[src/rtl/bcd_scan_counter_pkg.sv]
`default_nettype none
// Shared constants for the BCD scan counter: active-low {dp,g..a} glyphs and digit helpers.
package bcd_scan_counter_pkg;

  localparam logic [3:0] DIGIT_MAX = 4'd9;
  localparam logic [7:0] BLANK_SEG = 8'hFF;

  localparam logic [7:0] GLYPH_0 = 8'hC0;
  localparam logic [7:0] GLYPH_1 = 8'hF9;
  localparam logic [7:0] GLYPH_2 = 8'hA4;
  localparam logic [7:0] GLYPH_3 = 8'hB0;
  localparam logic [7:0] GLYPH_4 = 8'h99;
  localparam logic [7:0] GLYPH_5 = 8'h92;
  localparam logic [7:0] GLYPH_6 = 8'h82;
  localparam logic [7:0] GLYPH_7 = 8'hF8;
  localparam logic [7:0] GLYPH_8 = 8'h80;
  localparam logic [7:0] GLYPH_9 = 8'h90;

  function automatic logic [7:0] glyph(input logic [3:0] d);
    case (d)
      4'd0:    return GLYPH_0;
      4'd1:    return GLYPH_1;
      4'd2:    return GLYPH_2;
      4'd3:    return GLYPH_3;
      4'd4:    return GLYPH_4;
      4'd5:    return GLYPH_5;
      4'd6:    return GLYPH_6;
      4'd7:    return GLYPH_7;
      4'd8:    return GLYPH_8;
      4'd9:    return GLYPH_9;
      default: return BLANK_SEG;
    endcase
  endfunction

  function automatic logic [3:0] clamp_digit(input logic [3:0] d);
    return (d > DIGIT_MAX) ? DIGIT_MAX : d;
  endfunction

endpackage
`default_nettype wire

[src/rtl/bcd_digit_cell.sv]
`default_nettype none
// One BCD digit of the counter chain: steps up or down when cin is set, cout flags wrap.
module bcd_digit_cell
  import bcd_scan_counter_pkg::*;
(
  input  logic [3:0] digit,
  input  logic       up,
  input  logic       cin,
  output logic [3:0] digit_next,
  output logic       cout
);

  always_comb begin
    digit_next = digit;
    cout       = 1'b0;
    if (cin) begin
      if (up) begin
        if (digit >= DIGIT_MAX) begin
          digit_next = 4'd0;
          cout       = 1'b1;
        end else begin
          digit_next = digit + 4'd1;
        end
      end else begin
        if (digit == 4'd0) begin
          digit_next = DIGIT_MAX;
          cout       = 1'b1;
        end else begin
          digit_next = digit - 4'd1;
        end
      end
    end
  end

endmodule
`default_nettype wire

[src/rtl/bcd_scan_counter.sv]
`default_nettype none
// Prescaled up/down BCD counter with a multiplexed, leading-zero-blanked seven-segment driver.
module bcd_scan_counter
  import bcd_scan_counter_pkg::*;
#(
  parameter int N_DIGITS = 4,
  parameter int TICK_DIV = 50_000_000,
  parameter int SCAN_DIV = 100_000,
  parameter int BLANK_LZ = 1
) (
  input  logic                  clk,
  input  logic                  reset_n,
  input  logic                  en,
  input  logic                  up,
  input  logic                  load,
  input  logic [4*N_DIGITS-1:0] load_val,
  output logic [4*N_DIGITS-1:0] count,
  output logic                  wrap,
  output logic [N_DIGITS-1:0]   an,
  output logic [7:0]            sseg
);

  localparam int PW = $clog2(TICK_DIV);
  localparam int SW = $clog2(SCAN_DIV);
  localparam int IW = (N_DIGITS > 1) ? $clog2(N_DIGITS) : 1;
  localparam logic [PW-1:0] PRE_LAST  = PW'(TICK_DIV - 1);
  localparam logic [SW-1:0] SCAN_LAST = SW'(SCAN_DIV - 1);
  localparam logic [IW-1:0] IDX_LAST  = IW'(N_DIGITS - 1);

  logic [PW-1:0]         pre_q, pre_d;
  logic [SW-1:0]         scan_q, scan_d;
  logic [IW-1:0]         idx_q, idx_d;
  logic [4*N_DIGITS-1:0] count_q, count_d;
  logic                  wrap_q, wrap_d;
  logic [N_DIGITS-1:0]   an_q, an_d;
  logic [7:0]            sseg_q, sseg_d;

  logic                  tick;
  logic [N_DIGITS:0]     carry;
  logic [4*N_DIGITS-1:0] stepped;
  logic [4*N_DIGITS-1:0] loaded;
  logic [N_DIGITS-1:0]   lz;
  logic                  zero_run;
  logic [3:0]            cur_digit;
  logic                  cur_blank;

  assign tick     = en && (pre_q == PRE_LAST);
  assign carry[0] = tick;

  // Ripple chain: the carry out of the top cell is the wrap condition.
  for (genvar i = 0; i < N_DIGITS; i++) begin : g_digit
    bcd_digit_cell u_cell (
      .digit      (count_q[4*i +: 4]),
      .up         (up),
      .cin        (carry[i]),
      .digit_next (stepped[4*i +: 4]),
      .cout       (carry[i+1])
    );
    assign loaded[4*i +: 4] = clamp_digit(load_val[4*i +: 4]);
  end

  always_comb begin
    pre_d   = pre_q;
    count_d = count_q;
    wrap_d  = 1'b0;
    if (load) begin
      count_d = loaded;
      pre_d   = '0;
    end else if (en) begin
      if (tick) begin
        pre_d   = '0;
        count_d = stepped;
        wrap_d  = carry[N_DIGITS];
      end else begin
        pre_d = pre_q + 1'b1;
      end
    end
  end

  always_comb begin
    scan_d = scan_q + 1'b1;
    idx_d  = idx_q;
    if (scan_q == SCAN_LAST) begin
      scan_d = '0;
      idx_d  = (idx_q == IDX_LAST) ? '0 : idx_q + 1'b1;
    end
  end

  // A digit is blank when it and every digit above it are zero; digit 0 always shows.
  always_comb begin
    lz       = '0;
    zero_run = 1'b1;
    for (int i = N_DIGITS - 1; i >= 1; i--) begin
      zero_run = zero_run && (count_q[4*i +: 4] == 4'd0);
      lz[i]    = zero_run && (BLANK_LZ != 0);
    end
    cur_digit = 4'd0;
    cur_blank = 1'b0;
    an_d      = '1;
    for (int i = 0; i < N_DIGITS; i++) begin
      if (idx_q == IW'(i)) begin
        cur_digit = count_q[4*i +: 4];
        cur_blank = lz[i];
        an_d[i]   = 1'b0;
      end
    end
    sseg_d = cur_blank ? BLANK_SEG : glyph(cur_digit);
  end

  always_ff @(posedge clk or negedge reset_n) begin
    if (!reset_n) begin
      pre_q   <= '0;
      scan_q  <= '0;
      idx_q   <= '0;
      count_q <= '0;
      wrap_q  <= 1'b0;
      an_q    <= '1;
      sseg_q  <= BLANK_SEG;
    end else begin
      pre_q   <= pre_d;
      scan_q  <= scan_d;
      idx_q   <= idx_d;
      count_q <= count_d;
      wrap_q  <= wrap_d;
      an_q    <= an_d;
      sseg_q  <= sseg_d;
    end
  end

  assign count = count_q;
  assign wrap  = wrap_q;
  assign an    = an_q;
  assign sseg  = sseg_q;

endmodule
`default_nettype wire
[config.mk]
export PLATFORM = sky130hd
export DESIGN_NAME = bcd_scan_counter
export DESIGN_NICKNAME = d
export VERILOG_FILES = /design/src/rtl/bcd_scan_counter_pkg.sv /design/src/rtl/bcd_digit_cell.sv /design/src/rtl/bcd_scan_counter.sv
export SDC_FILE = /design/constraint.sdc
export NUM_CORES = 1
export LEC_CHECK = 0
export CAP_MARGIN = 20
export CORE_UTILIZATION = 34
export DETAILED_ROUTE_END_ITERATION = 16
export PLACE_DENSITY = 0.63
export SYNTH_ARGS = -nofsm -noshare
export SYNTH_HDL_FRONTEND = slang
export SYNTH_SLANG_ARGS = --single-unit
[constraint.sdc]
create_clock -name clk -period 2.4 [get_ports clk]
set_input_delay 0.36 -clock clk [delete_from_list [all_inputs] [get_ports clk]]
set_output_delay 0.36 -clock clk [all_outputs]
set_load 0.02 [all_outputs]
Word level (Yosys, flattened, before mapping)

Memory sizes are Yosys's and may differ from the RTL's.
Index checks and enable logic that the tools add are counted.

Register bits after elaboration: 74
ROM bits: 112
Bits of input ports: 21
Output and inout bits: 29
Word-level logic and storage cells: 110
Memories kept: 1

Memory list:

| memory           | depth | bits a word | rd ports | clocked after memory_dff | write ports | line                       | text |
|---|---|---|---|---|---|---|---|
| (name not given) | 16    | 7           | 1        | 0                        | 0           | bcd_scan_counter_pkg.sv:20 | `case (d)` |

Add/sub/neg operators: 11
Magnitude comparators: 8
Equal/unequal tests: 5
Mux-type cells: 58
Reduce and logical (&&, ||, !) cells: 17

Operator list:

| cell                                                     | count |
|---|---|
| two-way mux 4 bit                                        | 23 |
| two-way mux 26 bit                                       | 3 |
| two-way mux 16 bit                                       | 3 |
| adder 26 x 1 -> 26 bit, second input constant            | 1 |
| equality test 26 bit, second input constant              | 1 |
| two-way mux 1 bit                                        | 26 |
| adder 17 x 1 -> 17 bit, second input constant            | 1 |
| equality test 17 bit, second input constant              | 1 |
| two-way mux 17 bit                                       | 1 |
| adder 4 x 1 -> 4 bit, second input constant              | 4 |
| greater-or-equal comparator 4 bit, second input constant | 4 |
| > comparator 4 bit, second input constant                | 4 |
| zero test 4 bit                                          | 4 |
| subtractor 4 x 1 -> 4 bit, second input constant         | 4 |
| nonzero test 2 bit                                       | 5 |
| AND reduction 3 bit                                      | 3 |
| two-way mux 8 bit                                        | 1 |
| equality test 2 bit, second input constant               | 2 |
| logical AND 1 bit                                        | 3 |
| adder 2 x 1 -> 2 bit, second input constant              | 1 |
| equality test 2 x 1 -> 1 bit, second input constant      | 1 |
| zero test 2 bit                                          | 1 |
| two-way mux 2 bit                                        | 1 |
| AND reduction 2 bit                                      | 1 |

Longest topological paths before layout

Gate-level depths: netlist of the first run.

Depth in word-level cells: 10
Depth in mapped cells: 10
Mapped depth without buffers: 9

Hierarchy

Synthesis of the first run repeated with hierarchy kept, for this count alone.

Cell total of the unflattened synthesis: 584
Area total of the unflattened synthesis: 5260.0 um^2

Modules (own cells, without submodules):

| module           | times used | cells each | area each (um^2) | seq. area each (um^2) |
|---|---|---|---|---|
| bcd_scan_counter | 1          | 432        | 4098.9           | 1840.5 |
| bcd_digit_cell   | 4          | 38         | 290.3            | 0.0 |

Worst setup path after synthesis of the first run

OpenSTA, ideal clock, no wires.

Kind: flip-flop to flip-flop
Start: register count_q[0] (netlist: count[0])
End: register count_q[9] (netlist: count[9])
Library setup time: 76 ps
Data arrival time: 2421 ps
Data required time: 2324 ps
Setup slack: -97 ps
Stages on the path, launching flop included: 8
Path buffers: 0
Period minus slack after synthesis: 2497 ps
Path through: dfrtp_1 inv_1 ha_1 or3b_2 o22a_1 nor4_4 mux2_2 o21ai_1

Longest elaborated chain between the ends: 7
Elaborated cells between the ends (all ways): 9
Those cells by class: order compare (1); mux (5); reduce/logical (3)

RTL lines:

| item                                                                        | line                                       | text |
|---|---|---|
| start: declaration                                                          | bcd_scan_counter.sv:33                     | `logic [4*N_DIGITS-1:0] count_q, count_d;` |
| start signal: assignment                                                    | bcd_scan_counter.sv:123                    | `count_q <= count_d;` |
| greater-or-equal comparator 4 bit / zero test 4 bit (equally long branches) | bcd_digit_cell.sv:18, bcd_digit_cell.sv:25 |  |
| two-way mux 1 bit, on equally long branches                                 | bcd_digit_cell.sv:18, bcd_digit_cell.sv:25 |  |
| two-way mux 1 bit *                                                         | bcd_digit_cell.sv:17                       | `if (up) begin` |
| two-way mux 1 bit * (2 in series)                                           | bcd_digit_cell.sv:16                       | `if (cin) begin` |
| nonzero test 2 bit (no source line) *                                       | n/a                                        |  |
| AND reduction 3 bit (no source line) *                                      | n/a                                        |  |

Every way passes the cells marked *; elsewhere a longest branch is shown, timed or not.
A chain may end at the register's enable or synchronous reset.

Worst setup path in the final report of the first run

Start: register pre_q[1]
End: register count_q[9] (netlist: count[9])

Longest elaborated chain between the ends: 6
Elaborated cells between the ends (all ways): 7
Those cells by class: eq/ne (1); mux (2); reduce/logical (4)

RTL lines:

| item                                   | line                    | text |
|---|---|---|
| start: declaration                     | bcd_scan_counter.sv:30  | `logic [PW-1:0] pre_q, pre_d;` |
| start signal: assignment               | bcd_scan_counter.sv:120 | `pre_q <= pre_d;` |
| equality test 26 bit *                 | bcd_scan_counter.sv:47  | `assign tick = en && (pre_q == PRE_LAST);` |
| logical AND 1 bit *                    | bcd_scan_counter.sv:47  |  |
| two-way mux 1 bit (2 in series)        | bcd_digit_cell.sv:16    |  |
| nonzero test 2 bit (no source line)    | n/a                     |  |
| AND reduction 3 bit (no source line) * | n/a                     |  |

Marks and branches as above.

==> results of run 1 <==
[cell type report]
cell class                 count  area (um2)
clock buffer                  10       239.0
clock inverter                 6       90.09
fill                        1316        7760
inverter                      34       127.6
multi-input combinational    415        2823
sequential                    73        1844
tap                          180       225.2
timing repair buffer          93       825.8
[per-layer routing]
layer	vias to the layer above	share of wire [%]	global-route usage (%)	routed length [um]
li1	2137	-	-	-
met1	2122	46	21.74	5637
met2	111	48	29.30	5856
met3	19	4.2	3.652	517
met4	0	1.7	5.633	202
met5	-	0	0	0
[worst max-delay path by stage]
stage               end  slack (ns)  cells after the start      from
6_report       count[9]        0.14                      7  pre_q[1]
5_1_grt        count[9]        0.01                      7  pre_q[1]
4_1_cts        count[9]        0.06                      7  count[1]
3_5_place_dp   count[6]        0.01                      7        en
3_3_place_gp   count[6]        0.07                      7        en
2_1_floorplan  count[9]      0.0005                      8  count[4]
[layout by cell type (no fill, tap or decap), drive strengths merged, types with 8 or more instances in the layout]
| cell | n |
|---|---|
| ha | 24 |
| nor4 | 10 |
| nor2 | 54 |
| clkdlybuf4s50 | 47 |
| a21oi | 20 |
| clkbuf | 10 |
| inv | 33 |
| xnor2 | 17 |
| buf | 46 |
| a211oi | 8 |
| xor2 | 16 |
| nand3 | 20 |
| nand3b | 8 |
| nor3b | 11 |
| o21ai | 34 |
| mux2i | 9 |
| dfstp | 11 |
| nand4 | 14 |
| dfrtp | 62 |
| nand2 | 40 |
| nor2b | 8 |
| nor3 | 12 |
[cells by family (layout without fill, tap and decap cells)]
logic type,Yosys count,in the layout,synth area share [%]
and+or+nand+nor,228,228,26.24
AOI/OAI and AO/OA,116,116,15.87
DFF,73,73,37.77
buffers and inverters,60,143,4.955
xor gates and xnor gates,33,33,5.931
adders and majority gates,24,24,6.162
muxes,13,13,3.004
other,1,1,0.07695
[cells in the mapped netlist, types with 3 or more instances]
cell,number
dfrtp_1,62
nor2_1,54
nand2_1,40
inv_1,32
o21ai_0,31
ha_1,24
a21oi_1,20
clkbuf_1,19
nand3_1,19
xnor2_1,17
xor2_1,16
nand4_1,14
dfstp_2,11
nor3_1,11
nor3b_1,11
mux2i_1,9
a211oi_1,8
nand3b_1,8
nor2b_1,8
and3_1,7
nand2b_1,7
nor4_1,7
or3_1,7
a31oi_1,6
and2_1,5
or4_1,5
and4_1,3
buf_2,3
mux2_2,3
nor4b_1,3
o21ai_1,3
o22a_1,3
o22ai_1,3
o31a_1,3
o31ai_1,3
or2_2,3
or3b_2,3
[flip-flops by register name (all words and copies together), names as in the netlist]
name	count
count	16
wrap	1
pre_q	26
scan_q	17
an	4
idx_q	2
sseg	7
[where the power goes]
part           internal, uW  switching [uW]  total [uW]  leakage [uW]
registers              1290            42.8        1340      0.000930
logic                   305             371         676       0.00143
clock network           942             556        1500      0.000159
[through the flow]
step           setup WS (ns)  hold WS (ns)
4_1_cts              0.05793       0.09648
2_1_floorplan      0.0004936       0.06441
5_1_grt              0.01181        0.1209
3_3_place_gp         0.06596        0.4419
6_report              0.1368       0.07498
3_5_place_dp         0.01300        0.4651
[what timing repair did]
| action | CTS | global route |
|---|---|---|
| gates resized for setup | 0 | 2 |
| hold buffers | 0 | 0 |
| setup endpoints to repair | 0 | 6 |
| setup buffers | 0 | 1 |
==> metrics.cfg, run 1 <==
[worst_setup_path]
critical_path.slowest_cell=or4_4
worstSetupStartpointType=flop
cp_num_buf_inv=1
critPathTopFamily=simple AND/OR/NAND/NOR gates
worstPathCellList=ha_2, nand3_2, or4_4, nor4_4, buf_4, mux2_2, o21ai_1
worst_setup_path_end_kind=flop
cp_max_fo=5
critPathMaxStageDelay_ns=0.59
r2r_slack_ns=0.14
criticalPathCategory=flop to flop
reg2reg_from=pre_q[1]
required_ns=2.68
cp.arrival_ns=2.54
r2r_end=count[9]
reg2regPathDepth=7

[cells_and_area]
layout-drive-gt1-share_pct=16.01
fin_util_pct=44.31
instances_no_fill=811
num_antenna_cells=0
areaGrowthSynthToFinish_pct=26.70
final_nets=671
final_area_mm2=0.006175

[sta]
hold_violations=0
rsz0062_at_grt=false
drv_slew=0
fin_skew_ns=0.008896
setup_tns_ns=0
post-route-period-util_pct=94.30
slew_headroom_pct=61.33
fmax_ghz=0.4419
report.final.setup_viol=0
period_needed_ns=2.263
tightest_slew_ns=0.5756

[cts]
clockBufferDepth=2
insertion_delay_ns=0.35
root_buffer=clkbuf_16
clk_pin_slew_ns=0.06
cts_tree=yes
clock-sinks=73
htreeDepth=3
cts_inserted_buffers=9

[power_and_ir_drop]
total_power_uw=3510
ir_drop_mv=0.3368
p_leak_uw=0.002521
power_density_mw_per_mm2=568.4

[detailed_routing]
first_pass_iters=5
detail-route-antenna-nets=0
vias=4389
wl_per_cell_um=15.06
drc=0
vias_per_cell=5.412
drt_iter0_markers=364
finalWirelength_mm=12.21

[flow_run]
maxCapViolations=0

[yosys]
synthArstFlopShare_pct=100.0
synth_nets=593
syn_avg_cell_area_um2=8.893
synth_edf_count=0
seq_area_frac_synth_pct=37.77
synth_top_area_share_pct=31.84
yosysUniqueCellTypes=78
yosys_warnings=0
synthFlopType=dfrtp_1
ys_ff_latch=73
synth_area_leader_cell=dfrtp_1
yosys-top-cells-area=dfrtp_1, ha_1, dfstp_2
synthesis.area_mm2=0.004873
synth_cells=548

[placed_design]
dpl.hpwl_mm=9.064
place_congestion=0.8747
dp_cells=794
postPlaceCellArea_mm2=0.005831
io_buffers=48

[floorplanning]
die_w_um=121.7
io_pins=50
rows=43
die_h_um=121.7
initial_utilization_pct=34.97
die-area_mm2=0.01482
core_area_mm2=0.01393

[global_route]
globalRouteOverflowTotal=0
grt_pass1_vias=4171
grt_pass1_wl_mm=20.11
grt_antenna_before_repair=0
grt_max_degree=43
grt_usage_pct=17.26

[run_status]
status=completed

[min_path]
hold_path.class=primary input to async pin

(Power assumes the default switching activity.)
==> inputs of run 2 (changes only) <==
CORE_MARGIN = 2   (was unset)
==> metrics.cfg, run 2 (same netlist as run 1, synthesis figures left out) <==
[floorplanning]
io_pins=50  ; unchanged
die_h_um=123.7  ; +1.6%
core_area_mm2=0.01393  ; unchanged
die_w_um=123.7  ; +1.6%
initial_utilization_pct=34.97  ; unchanged
die-area_mm2=0.01531  ; +3.3%
rows=43  ; unchanged

[placed_design]
place_congestion=0.8683  ; -0.73%
postPlaceCellArea_mm2=0.005816  ; -0.26%
dpl.hpwl_mm=9.227  ; +1.8%
io_buffers=48  ; unchanged

[power_and_ir_drop]
power.switching_uw=964.4  ; -0.61%
p_leak_uw=0.002505  ; -0.64%
switching_share_pct=28.65  ; +1.0 points
power_frac_seq_pct=39.8  ; +1.7 points
ir_drop_mv=0.4309  ; +28%
power_frac_clock_pct=40.3  ; -2.4 points
p_int_uw=2402  ; -5.4%
combPwrFrac_pct=19.9  ; +0.6 points
power_density_mw_per_mm2=549.2  ; -3.4%

[cells_and_area]
mostFrequentLayoutCells=dfrtp_1, nor2_1, clkdlybuf4s50_1, buf_4, nand2_1
largest_reg_flops=26  ; unchanged
final_area_mm2=0.006130  ; -0.73%
areaGrowthSynthToFinish_pct=25.78
layout_commonest_cell=dfrtp_1
layout-drive-gt1-share_pct=15.42  ; -0.59 points
final_nets=669  ; -0.30%
largest-register=pre_q
num_antenna_cells=0  ; unchanged

[worst_setup_path]
critPathTopFamily=simple AND/OR/NAND/NOR gates
reg2regPathDepth=7  ; unchanged
worst_setup_path_end_kind=flop
cp.arrival_ns=2.57  ; +0.03 ns
critPathMaxStageDelay_ns=0.59  ; about the same
criticalPathCategory=flop to flop
crit_cells=7  ; unchanged
cp_max_fo=5  ; unchanged
cp_num_buf_inv=1  ; unchanged
required_ns=2.68  ; about the same
critical_path.slowest_cell=or4_4
worstSetupStartpointType=flop
worstPathCellList=ha_2, nand3_2, or4_4, nor4_4, buf_4, mux2_2, o21ai_1

[cts]
root_buffer=clkbuf_16
clockBufferDepth=2  ; unchanged
clk_pin_slew_ns=0.06  ; about the same
hold_buffers=0  ; unchanged
cts_inserted_buffers=9  ; unchanged
cts_tree=yes
insertion_delay_ns=0.35  ; about the same
htreeDepth=3  ; unchanged
clock-sinks=73  ; unchanged

[sta]
fmax_ghz=0.4360  ; -1.3%
post-route-period-util_pct=95.57  ; +1.3 points
rsz0062_at_grt=false
slew_headroom_pct=56.85  ; -4.5 points
fin_skew_ns=0.008752  ; -0.0001433 ns
period_needed_ns=2.294  ; +0.03050 ns
holdWs_ns=0.004775  ; -0.07021 ns
drv_slew=0  ; unchanged
report.final.setup_viol=0  ; unchanged
hold_violations=0  ; unchanged
setup_tns_ns=0  ; unchanged
tightest_slew_ns=0.6423  ; +0.06667 ns

[detailed_routing]
drt_iter0_markers=318  ; -13%
finalWirelength_mm=12.46  ; +2.0%
drc=0  ; unchanged
first_pass_iters=4  ; -1
vias=4328  ; -1.4%
detail-route-antenna-nets=0  ; unchanged
vias_per_cell=5.350  ; -1.1%
wl_per_cell_um=15.40  ; +2.2%

[flow_run]
maxCapViolations=0  ; unchanged

[min_path]
hold_path.class=primary input to async pin

[global_route]
grt_pass1_vias=4279  ; +2.6%
grt_max_degree=74  ; +72%
globalRouteOverflowTotal=0  ; unchanged
grt_pass1_wl_mm=20.87  ; +3.7%
grt_antenna_before_repair=0  ; unchanged
grt_usage_pct=17.52  ; +0.25 points

[run_status]
status=completed

==> run 2: what timing repair did <==
action	CTS	global route
buffers inserted	0	1
setup endpoints to repair	0	10
gates resized for setup	0	3
hold endpoints to repair	0	0
==> run 2: worst paths after layout <==
kind	start	slack (ns)	to
max	pre_q[0]	0.11	count[9]
min	reset_n	0.005	count[15]
max reg2reg	pre_q[0]	0.11	count[9]
min reg2reg	scan_q[0]	0.48	scan_q[0]
max in group asynchronous	reset_n	2.01	count[0]
min in group clk	scan_q[0]	0.48	scan_q[0]
==> run 2: through the flow <==
| stage | setup slack [ns] | power [uW] | utilization [%] | instances |
|---|---|---|---|---|
| 2_1_floorplan | 0.0004936 | 1738 | - | 548 |
| 3_3_place_gp | 0.06680 | 2016 | 41.73 | 792 |
| 3_5_place_dp | 0.02432 | 2033 | 41.73 | 792 |
| 4_1_cts | 0.05974 | 3414 | 43.87 | 808 |
| 5_1_grt | 0.0003890 | 3552 | 43.99 | 809 |
| 6_report | 0.1063 | 3366 | 43.99 | 809 |
==> run 2: area by class of cell <==
cell class                 instances  area [um2]
inverter                          34       127.6
clock inverter                     6       68.82
clock buffer                      10       229.0
tap                              180       225.2
timing repair buffer              91       810.8
fill                            1355        7805
multi-input combinational        415        2824
sequential                        73        1844
==> run 2: routing by layer <==
layer	vias up	global-route usage, %	share of wire (%)
met5	-	0	0
met1	2087	21.79	44
met3	16	4.441	5.1
met4	0	6.179	1.6
met2	101	29.43	49
li1	2124	-	-
==> run 2: power groups by stage <==
| stage | Clock (uW) | Combinational, uW | Sequential [uW] |
|---|---|---|---|
| 6_report | 1360 | 671 | 1340 |
| 5_1_grt | 1460 | 745 | 1340 |
| 4_1_cts | 1400 | 676 | 1340 |
| 3_5_place_dp | 0 | 673 | 1360 |
| 3_3_place_gp | 0 | 658 | 1360 |
| 2_1_floorplan | 0 | 323 | 1420 |
==> inputs of run 3 (changes only) <==
CORE_MARGIN = unset   (was 2)
==> results of run 3 <==
The final DEF is identical to that of run 1; final timing and power are the same.
